$ cat config.mk
export PLATFORM = sky130hd
export DESIGN_NAME = fetch_unit_flat
export DESIGN_NICKNAME = d
export VERILOG_FILES = /design/src/rtl/fetch_unit_pkg.sv /design/src/rtl/fetch_unit_if.sv /design/src/rtl/fetch_unit_pc_counter.sv /design/src/rtl/fetch_unit.sv /design/src/flat_wrapper.sv
export SDC_FILE = /design/constraint.sdc
export NUM_CORES = 1
export LEC_CHECK = 0
export BUFFER_PORTS_ARGS = -buffer_cell sky130_fd_sc_hd__buf_4
export CORE_UTILIZATION = 43
export DETAILED_ROUTE_END_ITERATION = 10
export HOLD_SLACK_MARGIN = 0.02
export PLACE_DENSITY = 0.77
export RECOVER_POWER = 25
export SYNTH_ARGS = -nofsm -noshare
export SYNTH_HDL_FRONTEND = slang
export SYNTH_HIERARCHICAL = 1
export SYNTH_SLANG_ARGS = --single-unit
$ cat constraint.sdc
create_clock -name clk -period 2 [get_ports clk]
set_input_delay 0.4 -clock clk [delete_from_list [all_inputs] [get_ports clk]]
set_output_delay 0.4 -clock clk [all_outputs]
set_load 0.01 [all_outputs]
$ cat src/rtl/fetch_unit_pkg.sv
// fetch_unit_pkg: shared FSM states and WAIT instruction encoding for the fetch stage
package fetch_unit_pkg;
    typedef enum logic [2:0] {IDLE, FETCH, WAIT_MEM, DECODE, EXECUTE, HALT} state_t;
    localparam logic [3:0] WAIT_OPCODE = 4'b0000;
    localparam logic [3:0] WAIT_EXT    = 4'b0000;
    localparam int OPC_HI = 15;
    localparam int OPC_LO = 12;
    localparam int EXT_HI = 7;
    localparam int EXT_LO = 4;
    function automatic logic is_wait(input logic [15:0] i);
        return i[OPC_HI:OPC_LO] == WAIT_OPCODE && i[EXT_HI:EXT_LO] == WAIT_EXT;
    endfunction
endpackage

$ cat src/rtl/fetch_unit_if.sv
// fetch_unit_if: instruction memory request/valid read bus
interface fetch_unit_if #(parameter int ADDR_W = 16);
    logic              mem_req;
    logic [ADDR_W-1:0] mem_addr;
    logic [15:0]       mem_rdata;
    logic              mem_rvalid;
    modport master(output mem_req, mem_addr, input mem_rdata, mem_rvalid);
    modport slave(input mem_req, mem_addr, output mem_rdata, mem_rvalid);
endinterface

$ cat src/rtl/fetch_unit_pc_counter.sv
// fetch_unit_pc_counter: program counter with increment and branch load
module fetch_unit_pc_counter
    import fetch_unit_pkg::*;
#(
    parameter int                ADDR_W   = 16,
    parameter logic [ADDR_W-1:0] RESET_PC = '0
) (
    input  logic              clk,
    input  logic              reset,
    input  logic              inc,
    input  logic              load,
    input  logic [ADDR_W-1:0] target,
    output logic [ADDR_W-1:0] pc
);
    // branch load wins over increment; increment wraps naturally at all-ones
    always_ff @(posedge clk or negedge reset)
        if (!reset) pc <= RESET_PC;
        else if (load) pc <= target;
        else if (inc) pc <= pc + 1'b1;
endmodule

$ cat src/rtl/fetch_unit.sv
// fetch_unit: fetch/decode/execute sequencer holding the PC and instruction register
module fetch_unit
    import fetch_unit_pkg::*;
#(
    parameter int                ADDR_W   = 16,
    parameter logic [ADDR_W-1:0] RESET_PC = '0
) (
    input  logic                clk,
    input  logic                reset,
    input  logic                run,
    input  logic                resume,
    fetch_unit_if.master        mem,
    input  logic                stall,
    input  logic                branch_en,
    input  logic [ADDR_W-1:0]   branch_target,
    output logic [15:0]         instr_set,
    output logic                decoder_en,
    output logic [ADDR_W-1:0]   pc,
    output logic                halted
);
    state_t state;
    logic   capture;
    logic   redirect;
    assign capture       = state == WAIT_MEM && mem.mem_rvalid;
    assign redirect      = state == EXECUTE && !stall && branch_en;
    assign mem.mem_addr  = pc;
    fetch_unit_pc_counter #(.ADDR_W(ADDR_W), .RESET_PC(RESET_PC)) u_pc (
        .clk    (clk),
        .reset  (reset),
        .inc    (capture),
        .load   (redirect),
        .target (branch_target),
        .pc     (pc)
    );
    // sequencer with outputs registered on the transition into each state
    always_ff @(posedge clk or negedge reset)
        if (!reset) begin
            state        <= IDLE;
            instr_set    <= '0;
            mem.mem_req  <= 1'b0;
            decoder_en   <= 1'b1;
            halted       <= 1'b0;
        end else begin
            mem.mem_req <= 1'b0;
            decoder_en  <= 1'b1;
            case (state)
                IDLE: if (run) begin
                    state       <= FETCH;
                    mem.mem_req <= 1'b1;
                end
                FETCH: state <= WAIT_MEM;
                WAIT_MEM: if (mem.mem_rvalid) begin
                    instr_set  <= mem.mem_rdata;
                    state      <= DECODE;
                    decoder_en <= 1'b0;
                end
                DECODE: if (is_wait(instr_set)) begin
                    state  <= HALT;
                    halted <= 1'b1;
                end else state <= EXECUTE;
                EXECUTE: if (!stall) begin
                    state       <= run ? FETCH : IDLE;
                    mem.mem_req <= run;
                end
                HALT: if (resume) begin
                    state       <= run ? FETCH : IDLE;
                    mem.mem_req <= run;
                    halted      <= 1'b0;
                end
                default: state <= IDLE;
            endcase
        end
endmodule

$ cat src/flat_wrapper.sv
// flat-port wrapper written by rule: the top's interface ports become plain ports
module fetch_unit_flat import fetch_unit_pkg::*;
#(
    parameter int                ADDR_W   = 16,
    parameter logic [ADDR_W-1:0] RESET_PC = '0
)
  (clk, reset, run, resume, stall, branch_en, branch_target, instr_set, decoder_en, pc, halted, mem_mem_req, mem_mem_addr, mem_mem_rdata, mem_mem_rvalid);
  fetch_unit_if #(.ADDR_W(ADDR_W)) mem_i ();
  input  logic clk;
  input  logic reset;
  input  logic run;
  input  logic resume;
  input  logic stall;
  input  logic branch_en;
  input  logic [ADDR_W-1:0] branch_target;
  output logic [15:0] instr_set;
  output logic decoder_en;
  output logic [ADDR_W-1:0] pc;
  output logic halted;
  output wire logic [$bits(mem_i.mem_req)-1:0] mem_mem_req;
  output wire logic [$bits(mem_i.mem_addr)-1:0] mem_mem_addr;
  input wire logic [$bits(mem_i.mem_rdata)-1:0] mem_mem_rdata;
  input wire logic [$bits(mem_i.mem_rvalid)-1:0] mem_mem_rvalid;
  assign mem_mem_req = mem_i.mem_req;
  assign mem_mem_addr = mem_i.mem_addr;
  assign mem_i.mem_rdata = mem_mem_rdata;
  assign mem_i.mem_rvalid = mem_mem_rvalid;
  fetch_unit #(.ADDR_W(ADDR_W), .RESET_PC(RESET_PC)) u_core (.clk(clk), .reset(reset), .run(run), .resume(resume), .mem(mem_i), .stall(stall), .branch_en(branch_en), .branch_target(branch_target), .instr_set(instr_set), .decoder_en(decoder_en), .pc(pc), .halted(halted));
endmodule
==> impl_results.md <==
* Type of destination of the critical path: flop
* Number of H-tree levels at 2
* First-pass GRT wire length at 7380 um
* Clock Pin Slew Worst Setup and Hold Paths at 0.08 ns
* Post-Syn Instances at 187
* Post-DRT Antenna Nets at 0
* Max FO, Critical Path at 7
* Final antenna diode count at 0
* WP buf/inv at 0
* Most numerous cell in the Yosys netlist: dfrtp_1
* Unique masters post-synth at 43
* Final setup violating endpoints at 0
* Setup bufs post-CTS at 0
* Gr ovfl total at 0
* CP Cell Sequence: nand2b_4 > nor3b_4 > and4_1 > a31oi_1 > o31a_1
* Synth top cells by count: dfrtp_1 (37), nand2_1 (21), buf_4 (17)
* Sequential-to-total area share from yosys stat at 0.463
* Cts hold-fix bufs at 0
* Layout Skew at 0.00863 ns
* Tmin final at 1.82 ns
* Slowest cell on crit path: dfrtp_1
* Root buf cell: clkbuf_8
* Worst R2R Setup Slack at 0.18 ns
* Setup tns final at 0 ns
* Largest net degree at the start of global routing at 39
* Reg-to-Reg End: u_core/u_pc/pc[14]$_DFFE_PN0P_
* Syn Area/Cell at 11.0 um^2
* Vias after detailed routing at 1,609
* Final Max Tran Viols at 0
* Sink Count at 38
* R2R depth at 5
* Worst endpoint required time at 2.18 ns
* Synthesized cell area at 0.00206 mm^2
* R2R Path Start: u_core/state[1]$_DFFE_PN0P_
* Tcrit/Tclk final at 0.910
* Status: complete, but fails checks
* Starting Density at 0.460
* Slowest cell delay on critical path at 0.51 ns
* Crit path max-delay family: simple AND/OR/NAND/NOR gates
* CTS tree: done
* Crit Path Class: flop to flop
* Top FF cell, synth: dfrtp_1
* Top post-synthesis cells by area: dfrtp_1 (45%), buf_4 (6.2%), mux2_4 (5.8%), mux2_2 (4.4%), nand2_1 (3.8%)
* Slew HR at 0.362
* Layout cells sized above 1 at 0.489
* Vias in the first global route at 1,588
* Number of iterations in the first detailed-routing pass at 8
* Cell taking the most area after synthesis: dfrtp_1
* Total track usage at 0.191
* Fraction of registers with async set/reset at 1.00
* Post-Place Cell Area at 0.00264 mm^2
* Initial antenna violation count at 0
* Maximum vdd ir drop at 910 uV
* IO Port Bufs at 89
* Maxcap violations at 0
* Power Dens Cells at 1480 mW/mm^2
* F_max at 549 MHz
* Dpl hpwl at 3330 um
* Cell row count at 24
* Post-CTS sizing at 0
* Final Hold Viols at 0
* Initial DRC Count at 83
* Syn Nets at 227
* Top cell type's share of synthesized area at 0.450
* Clock Tree Buf Depth at 2
* RSZ-0062 raised after global routing: false
* Drt wl/cell at 14.2 um
* Vias per cell at 5.09
* Core Region at 0.00447 mm^2
* Synthesis-to-layout area growth at 32.8%
* Post-synth EDFFs at 0
* Ys Warns at 6
* CTS buffer count at 5
* Synthesis-stage register bit count at 38
* Top Ports at 90
* Final WL at 4500 um
* Die area at 0.00507 mm^2
* # DRC at 7
* Die Width at 71.2 um
* GP Congestion at 0.843
* Die Y at 71.2 um
* Critical path arrival at 2.00 ns
* Hold Path Class: input port to async pin
* Setup crit start kind: flop
* Nets at 303
* Violations in the final reports: DRC
* Worst-Margin Slew at 0.958 ns
* Design Area, Final at 0.00273 mm^2
* Clk Latency, worst-skew pair at 0.29 ns
* Leak at 1.28 nW
* Filler instances at 390
## cell families (layout without fill, tap and decap cells)
logic type,count (synthesis),after routing,share of synthesized area
and+or+nand+nor,60,60,0.185
AOI/OAI and AO/OA,28,28,0.0821
buffers and inverters,30,107,0.102
adders and majority gates,1,1,0.00608
xor gates and xnor gates,13,13,0.0553
DFF,38,38,0.463
muxes,17,17,0.107
## stage by stage
step	power, mW	setup WS, ns	hold WS, ns	cells	util
finish	4.04	0.179	0.253	316	0.611
global route	4.32	0.0640	0.305	316	0.611
CTS	4.08	0.206	0.0872	316	0.611
detailed placement	3.52	0.204	0.400	308	0.591
global placement	3.47	0.291	0.395	308	0.591
floorplan	2.77	0.0516	0.104	187	-
## worst reg2reg max path: stages, from the launching register on
cell      delay [ns]
dfrtp_1         0.51
nand2b_4        0.10
nor3b_4         0.28
and4_1          0.39
a31oi_1         0.14
o31a_1          0.30
## where the power goes
group,internal (mW),switching [mW]
registers,1.13,0.458
logic,1.12,0.793
clock network,0.278,0.264
total,2.53,1.51
## layout make-up
class | count | area (um^2) | share of cell area
multi-input cells | 119 | 902 | 0.330
clock inverters | 1 | 5.00 | 0.00183
flip-flops and latches | 38 | 952 | 0.348
repair buffers | 94 | 703 | 0.257
inverters | 5 | 18.8 | 0.00687
well taps | 52 | 65.1 | 0.0238
clock buffers | 7 | 86.3 | 0.0316
## flip-flops by register name (all words and copies together) (netlist names)
register / cells
u_core/instr_set: 16
u_core/u_pc/pc: 16
u_core/state: 3
u_core/decoder_en: 1
u_core/halted: 1
u_core/mem.mem_req: 1
## cell usage in the layout, fill, tap and decap left out, types with 2 or more instances in the layout
cell type	count
inv_1	5
nor2_1	6
o31a_1	2
nand3_1	5
xnor2_1	8
xor2_1	5
o21ai_0	14
nand2_1	21
nand4_4	2
nand2b_1	3
nor3_1	2
nor2b_1	3
mux2_2	8
nand4_1	3
mux2_4	8
buf_4	93
and3_1	2
dfrtp_1	37
a31oi_1	3
clkbuf_8	6
and4_2	3
a21oi_1	3
nor4_1	2
## layer usage
metal	vias up	track usage	wire length (um)
met5	-	0	0
met4	0	0.0822	87
met3	9	0.0541	387
met2	71	0.333	2220
met1	746	0.217	1800
li1	783	-	-
## worst max path at each step
stage / start / to / slack (ns) / depth (start not counted)
floorplan: u_core/state[2]$_DFFE_PN0P_ / u_core/u_pc/pc[15]$_DFFE_PN0P_ / 0.05 / 9
global placement: u_core/state[1]$_DFFE_PN0P_ / u_core/u_pc/pc[14]$_DFFE_PN0P_ / 0.29 / 5
detailed placement: u_core/state[1]$_DFFE_PN0P_ / u_core/u_pc/pc[14]$_DFFE_PN0P_ / 0.20 / 5
CTS: u_core/state[1]$_DFFE_PN0P_ / u_core/u_pc/pc[14]$_DFFE_PN0P_ / 0.21 / 5
global route: u_core/state[1]$_DFFE_PN0P_ / u_core/u_pc/pc[12]$_DFFE_PN0P_ / 0.06 / 6
finish: u_core/state[1]$_DFFE_PN0P_ / u_core/u_pc/pc[14]$_DFFE_PN0P_ / 0.18 / 5
No activity file was read; power rests on OpenSTA's default activity.
